<file path="config.mk">
export PLATFORM = sky130hd
export DESIGN_NAME = muldiv_hilo_ctrl
export DESIGN_NICKNAME = d
export VERILOG_FILES = /design/src/rtl/muldiv_hilo_ctrl.sv
export SDC_FILE = /design/constraint.sdc
export NUM_CORES = 1
export LEC_CHECK = 0
export ABC_AREA = 1
export CAP_MARGIN = 5
export CORE_ASPECT_RATIO = 1.25
export CORE_UTILIZATION = 50
export CTS_CLUSTER_SIZE = 28
export DETAILED_ROUTE_END_ITERATION = 12
export PLACE_DENSITY = 0.78
export REMOVE_ABC_BUFFERS = 1
export SYNTH_ARGS = -nofsm -noshare
export SYNTH_HDL_FRONTEND = slang
export SYNTH_SLANG_ARGS = --single-unit
</file>
<file path="constraint.sdc">
create_clock -name clk -period 3 [get_ports clk]
set_clock_uncertainty 0.05 [all_clocks]
set_input_delay 0.3 -clock clk [delete_from_list [all_inputs] [get_ports clk]]
set_output_delay 0.3 -clock clk [all_outputs]
set_load 0.005 [all_outputs]
</file>
<file path="src/rtl/muldiv_hilo_ctrl.sv">
// muldiv_hilo_ctrl
//   Sequencer between the execute stage and the external pipelined signed
//   32x32 multiplier. Issues MULT/MULTU, tracks in-flight products with a
//   valid/unsigned/correction pipeline, writes HI/LO in issue order, serves
//   MTHI/MTLO/MFHI/MFLO and stalls HI/LO ops while products are in flight.
// Ports:
//   clk, rst (sync, active-low)
//   op_valid/op_code/rs_data/rt_data : operation from the CPU
//   stall, rd_data, rd_valid         : combinational responses to the CPU
//   busy                             : any multiply in flight
//   mul_a/mul_b -> Mul, mul_z <- Mul : multiplier interface
//   hi, lo                           : architectural HI/LO registers
module muldiv_hilo_ctrl #(
    parameter int MUL_LATENCY = 6
) (
    input  logic        clk,
    input  logic        rst,
    input  logic        op_valid,
    input  logic [2:0]  op_code,
    input  logic [31:0] rs_data,
    input  logic [31:0] rt_data,
    output logic        stall,
    output logic [31:0] rd_data,
    output logic        rd_valid,
    output logic        busy,
    output logic [31:0] mul_a,
    output logic [31:0] mul_b,
    input  logic [63:0] mul_z,
    output logic [31:0] hi,
    output logic [31:0] lo
);

    typedef enum logic [2:0] {
        OP_NONE  = 3'd0,
        OP_MULT  = 3'd1,
        OP_MULTU = 3'd2,
        OP_MTHI  = 3'd3,
        OP_MTLO  = 3'd4,
        OP_MFHI  = 3'd5,
        OP_MFLO  = 3'd6,
        OP_RSVD  = 3'd7
    } op_e;

    op_e op;
    assign op = op_e'(op_code);

    logic [MUL_LATENCY-1:0]       vld;
    logic [MUL_LATENCY-1:0]       uns;
    logic [MUL_LATENCY-1:0][31:0] corr;

    logic        hilo_op;
    logic        accept;
    logic        issue;
    logic [31:0] corr_in;
    logic [63:0] wb_val;

    assign busy    = |vld;
    assign hilo_op = (op == OP_MTHI) || (op == OP_MTLO) || (op == OP_MFHI) || (op == OP_MFLO);
    // Gated by rst so the CPU never sees a stall or a read while in reset.
    assign stall   = rst & op_valid & busy & hilo_op;
    assign accept  = rst & op_valid & ~stall;
    assign issue   = accept && ((op == OP_MULT) || (op == OP_MULTU));

    assign mul_a = issue ? rs_data : 32'd0;
    assign mul_b = issue ? rt_data : 32'd0;

    // Signed-to-unsigned product fixup: a negative operand in signed form
    // loses 2^32 * (other operand); adding it back into HI yields the
    // unsigned product modulo 2^64.
    assign corr_in = (rs_data[31] ? rt_data : 32'd0) + (rt_data[31] ? rs_data : 32'd0);

    assign wb_val = mul_z + (uns[MUL_LATENCY-1] ? {corr[MUL_LATENCY-1], 32'd0} : 64'd0);

    assign rd_valid = accept && ((op == OP_MFHI) || (op == OP_MFLO));

    always_comb begin
        rd_data = 32'd0;
        if (op == OP_MFHI)      rd_data = hi;
        else if (op == OP_MFLO) rd_data = lo;
    end

    always_ff @(posedge clk) begin
        if (!rst) begin
            hi   <= 32'd0;
            lo   <= 32'd0;
            vld  <= '0;
            uns  <= '0;
            corr <= '0;
        end else begin
            vld  <= {vld[MUL_LATENCY-2:0], issue};
            uns  <= {uns[MUL_LATENCY-2:0], issue && (op == OP_MULTU)};
            corr <= {corr[MUL_LATENCY-2:0], issue ? corr_in : 32'd0};
            // MTHI/MTLO only accepted when idle, so they never collide with
            // a writeback.
            if (vld[MUL_LATENCY-1]) begin
                {hi, lo} <= wb_val;
            end else if (accept && op == OP_MTHI) begin
                hi <= rs_data;
            end else if (accept && op == OP_MTLO) begin
                lo <= rs_data;
            end
        end
    end

endmodule

</file>
==> flow_summary.html <==
<table>
<tr><th>Metric</th><th>Value</th></tr>
<tr><th colspan="2">Run status</th></tr>
<tr><td>Status</td><td>completed</td></tr>
<tr><th colspan="2">Pwr</th></tr>
<tr><td>Overall power</td><td>8.06 mW</td></tr>
<tr><td>Max rail drop VDD</td><td>~0.00043 V</td></tr>
<tr><td>PwrDens</td><td>428 mW/mm²</td></tr>
<tr><td>Standby leakage power</td><td>~10 nW</td></tr>
<tr><th colspan="2">Timing</th></tr>
<tr><td>Max transition margin</td><td>roughly 45%</td></tr>
<tr><td>RSZ-0062 raised after global routing</td><td>yes</td></tr>
<tr><td>Summed negative setup slack over all endpoints</td><td>0 ns</td></tr>
<tr><td>Crit path time final</td><td>between 2 and 3 ns</td></tr>
<tr><td>Max-slew violation total from the final report</td><td>0</td></tr>
<tr><td>Number of hold violations in the final report</td><td>0</td></tr>
<tr><td>Final cycle utilization of the critical path</td><td>97.8%</td></tr>
<tr><td>Transition time at the pin with the least slew margin</td><td>roughly 0.83 ns</td></tr>
<tr><td>Final count of negative-setup-slack endpoints</td><td>0</td></tr>
<tr><td>Highest Clock Rate</td><td>roughly 340 MHz</td></tr>
<tr><th colspan="2">Run</th></tr>
<tr><td>Maximum Capacitance Violations</td><td>0</td></tr>
<tr><th colspan="2">Setup path</th></tr>
<tr><td>Critical path's largest stage delay</td><td>0.54 ns</td></tr>
<tr><td>Worst path bufs/invs</td><td>2</td></tr>
<tr><td>Setup Crit Path Kind</td><td>reg -&gt; out</td></tr>
<tr><td>Kind of cell adding the most delay to the critical path</td><td>simple AND/OR/NAND/NOR gates</td></tr>
<tr><td>Critical path data required time</td><td>2.65 ns</td></tr>
<tr><td>CP max-delay cell</td><td>sky130_fd_sc_hd__clkdlybuf4s50_1</td></tr>
<tr><td>Worst endpoint data arrival time</td><td>2.58 ns</td></tr>
<tr><td>Type of element capturing the critical path</td><td>primary output</td></tr>
<tr><td>List of cells traversed by the critical path</td><td>nor2_2 &gt; nand3_2 &gt; nand3_4 &gt; nand2_2 &gt; a21oi_2 &gt; nand2_4 &gt; buf_12 &gt; nor2_1 &gt; clkdlybuf4s50_1</td></tr>
<tr><td>Worst reg2reg endpoint</td><td>hi[12]</td></tr>
<tr><td>Worst Path Max Fanout</td><td>20</td></tr>
<tr><td>Length in cells of the worst reg-to-reg path</td><td>11</td></tr>
<tr><td>Worst R2R Start</td><td>uns[5]</td></tr>
<tr><td>Critical Path Source Type</td><td>flop</td></tr>
<tr><td>Reg-to-reg slack, setup</td><td>0.30 ns</td></tr>
<tr><th colspan="2">Clock network</th></tr>
<tr><td>Post-CTS setup buffer count</td><td>0</td></tr>
<tr><td>Inserted Clock Buffers</td><td>27</td></tr>
<tr><td>Bufs on Longest Clock Path</td><td>3</td></tr>
<tr><td>Worst skew pair latency</td><td>0.55 ns</td></tr>
<tr><td>Clock tree root driver cell</td><td>sky130_fd_sc_hd__clkbuf_16</td></tr>
<tr><td>Number of hold buffers added after cts</td><td>0</td></tr>
<tr><td>Register clock-pin slew on the reported worst setup and hold paths</td><td>about 0.070 ns</td></tr>
<tr><td>Clock H-tree levels</td><td>1</td></tr>
<tr><td>CTS sink cnt</td><td>between 200 and 300</td></tr>
<tr><td>Clock tree from TritonCTS</td><td>done</td></tr>
<tr><th colspan="2">Synthesis</th></tr>
<tr><td>Count of flip-flops with a built-in enable after synthesis</td><td>0</td></tr>
<tr><td>Netlist area before placement</td><td>0.0145 mm²</td></tr>
<tr><td>Fraction of post-synthesis cell area in the top cell type by area</td><td>between 30% and 40%</td></tr>
<tr><td>Mapped Cells</td><td>roughly 2300</td></tr>
<tr><td>Ys async rst share</td><td>0%</td></tr>
<tr><td>Top post-synthesis cells by count</td><td>633 x sky130_fd_sc_hd__nand2_1, 550 x sky130_fd_sc_hd__inv_1, 268 x sky130_fd_sc_hd__dfxtp_1</td></tr>
<tr><td>Count of yosys warnings during synthesis</td><td>0</td></tr>
<tr><td>Post-synth top area cell</td><td>sky130_fd_sc_hd__dfxtp_1</td></tr>
<tr><td>Sequential fraction of the synthesis area</td><td>a little under two fifths</td></tr>
<tr><td>Top area cells in the synthesized netlist</td><td>sky130_fd_sc_hd__dfxtp_1 37%, sky130_fd_sc_hd__nand2_1 16%, sky130_fd_sc_hd__inv_1 14%</td></tr>
<tr><td>Most numerous cell in the Yosys netlist</td><td>sky130_fd_sc_hd__nand2_1</td></tr>
<tr><td>Number of distinct library cells after synthesis</td><td>41</td></tr>
<tr><td>Synthesis-stage register bit count</td><td>around 270</td></tr>
<tr><td>Post-synthesis average cell area</td><td>6.38 µm²</td></tr>
<tr><td>Main synth FF type</td><td>sky130_fd_sc_hd__dfxtp_1</td></tr>
<tr><th colspan="2">Finish</th></tr>
<tr><td>Area growth syn-to-layout</td><td>29.5%</td></tr>
<tr><td>Layout Cells excl Fill</td><td>about 2900</td></tr>
<tr><td>Layout cell share with drive strength beyond 1</td><td>just under 6%</td></tr>
<tr><td>Antenna Diode Count</td><td>0</td></tr>
<tr><td>Net count reported at finish</td><td>2759</td></tr>
<tr><td>Filler Cell Count</td><td>~2500</td></tr>
<tr><th colspan="2">Floorplan</th></tr>
<tr><td>Y dimension of the die</td><td>between 150 and 200 µm</td></tr>
<tr><td># IOs</td><td>297</td></tr>
<tr><td>Die width</td><td>~150 µm</td></tr>
<tr><td>Die ar.</td><td>0.0298 mm²</td></tr>
<tr><td>Placeable core region</td><td>0.0285 mm²</td></tr>
<tr><td>Rows</td><td>69</td></tr>
<tr><td>Initial Util</td><td>approximately 50%</td></tr>
<tr><th colspan="2">Detailed routing</th></tr>
<tr><td>Total DRC errors in the routed layout</td><td>0</td></tr>
<tr><td>Remaining antenna violation count after routing</td><td>0</td></tr>
<tr><td>Total via count after detailed routing</td><td>around 15000</td></tr>
<tr><td>Average via count per standard cell</td><td>between 5 and 6</td></tr>
<tr><td>Iteration count of the initial detailed-routing pass</td><td>8</td></tr>
<tr><td>1st-iter DRT viols</td><td>around 970</td></tr>
<tr><td>Average wire per standard cell</td><td>16.7 µm</td></tr>
<tr><td>Wire length reported by the detailed router</td><td>approximately 49000 µm</td></tr>
<tr><th colspan="2">Global routing</th></tr>
<tr><td>Vias in the first global route</td><td>14300</td></tr>
<tr><td>Met3 GRT Util</td><td>under 10%</td></tr>
<tr><td>Met1 Usage GRT</td><td>around 39%</td></tr>
<tr><td>Antenna violations before repair</td><td>0</td></tr>
<tr><td>Maximum number of pins on one net before global-route repair</td><td>194</td></tr>
<tr><td>Gr busiest metal</td><td>met2</td></tr>
<tr><td>GRT Overall Usage</td><td>around a third</td></tr>
<tr><td>Wire length of the first global-routing pass</td><td>74800 µm</td></tr>
<tr><td>Overflow left after global routing</td><td>0</td></tr>
<tr><td>Met2 Track Usage GR</td><td>59.5%</td></tr>
<tr><th colspan="2">Worst hold path</th></tr>
<tr><td>Worst hold path class</td><td>in -&gt; reg</td></tr>
<tr><td>End point of the most critical hold path</td><td>corr[64]</td></tr>
<tr><td>Number of cells traversed by the worst hold path</td><td>4</td></tr>
<tr><td>Startpoint of the worst hold path</td><td>rst</td></tr>
<tr><th colspan="2">Place</th></tr>
<tr><td>Final HPWL from detailed placement</td><td>approximately 38000 µm</td></tr>
<tr><td>IO Port Bufs</td><td>about 300</td></tr>
<tr><td>Gpl congestion</td><td>around 0.97</td></tr>
<tr><td># placed instances</td><td>just under 3000</td></tr>
</table>
[final cells by class]
cell class / count / area, µm² / share of cell area (%)
tap: 355 / 444 / 2.36
multi-input combinational: 1377 / 6710 / 35.6
inverter: 557 / 2100 / 11.1
timing repair buffer: 330 / 3280 / 17.4
sequential: 268 / 5370 / 28.5
clock buffer: 33 / 718 / 3.81
clock inverter: 17 / 213 / 1.13
[cells by family (layout without fill, tap and decap cells)]
kind of cell | after synthesis | after routing | synth area share [%]
buffers and inverters | 634 | 937 | 17.1
DFF | 268 | 268 | 36.9
AOI/OAI and AO/OA | 313 | 313 | 11.3
and+or+nand+nor | 994 | 994 | 28.7
xor gates and xnor gates | 6 | 6 | 0.413
adders and majority gates | 64 | 64 | 5.61
[per-stage QoR]
step	instance area (µm²)	hold slack [ns]	util, %	setup slack, ns
final	18800	0.257	66.1	0.0653
after global routing	18800	0.271	66.1	-0.0127
after CTS	18800	0.240	66.1	0.0360
after detailed placement	17900	0.345	62.8	-0.0227
after global placement	17900	0.341	62.8	-0.00861
after floorplan	14200	0.340	-	-1.12
[worst min-delay path, stage by stage]
cell	delay, ns
sky130_fd_sc_hd__buf_6	0.10
sky130_fd_sc_hd__buf_12	0.24
sky130_fd_sc_hd__nand2_1	0.13
sky130_fd_sc_hd__inv_1	0.03
[power by group]
part / internal (mW) / total [mW] / switching [mW]
Clock: 2.00 / 3.50 / 1.50
Combinational: 0.393 / 0.949 / 0.556
Sequential: 3.59 / 3.60 / 0.0156
[sequential cells by signal, indices dropped and copies added, names as in the netlist]
| name | cells |
|---|---|
| vld | 6 |
| hi | 32 |
| uns | 6 |
| lo | 32 |
| corr | 192 |
[placed cells by master (no fill, tap or decap), types with 5 or more instances in the layout]
master / netlist / routed
sky130_fd_sc_hd__inv_1: 550 / 550
sky130_fd_sc_hd__inv_2: 5 / 5
sky130_fd_sc_hd__ha_1: 62 / 62
sky130_fd_sc_hd__nand2_1: 633 / 633
sky130_fd_sc_hd__inv_6: 1 / 5
sky130_fd_sc_hd__o21a_1: 8 / 8
sky130_fd_sc_hd__buf_4: 3 / 28
sky130_fd_sc_hd__nor2_1: 150 / 146
sky130_fd_sc_hd__clkinvlp_4: 0 / 5
sky130_fd_sc_hd__o21ai_1: 23 / 23
sky130_fd_sc_hd__a21oi_1: 177 / 177
sky130_fd_sc_hd__xor2_1: 5 / 5
sky130_fd_sc_hd__nand3_1: 115 / 115
sky130_fd_sc_hd__clkbuf_16: 0 / 27
sky130_fd_sc_hd__or2_2: 6 / 6
sky130_fd_sc_hd__dfxtp_1: 268 / 267
sky130_fd_sc_hd__buf_12: 0 / 5
sky130_fd_sc_hd__o21ai_0: 83 / 83
sky130_fd_sc_hd__nor2_4: 10 / 10
sky130_fd_sc_hd__clkdlybuf4s50_1: 0 / 294
sky130_fd_sc_hd__o21bai_1: 6 / 6
sky130_fd_sc_hd__nor3_1: 25 / 25
sky130_fd_sc_hd__nand3b_1: 6 / 6
sky130_fd_sc_hd__nor2_2: 31 / 35
[worst max-delay path by stage]
stage / from / to / slack, ns / cells after the start
2_1_floorplan: vld[5] / corr[9] / -1.12 / 9
3_3_place_gp: rs_data[0] / corr[26] / -0.009 / 14
3_5_place_dp: rt_data[0] / corr[28] / -0.02 / 15
4_1_cts: vld[0] / mul_a[18] / 0.04 / 9
5_1_grt: vld[0] / mul_a[15] / -0.01 / 9
6_report: vld[0] / mul_a[18] / 0.07 / 9
[per-layer routing]
metal	vias to the layer above	part of all wire [%]
met5	-	0
met4	0	3.8
met3	107	6.8
met2	602	50
met1	6626	40
li1	7412	-
[what timing repair did]
item / CTS / global route
setup endpoints to repair: 0 / 16
hold endpoints to repair: 0 / 0
gates resized for setup: 0 / 4
(Power assumes the default switching activity.)
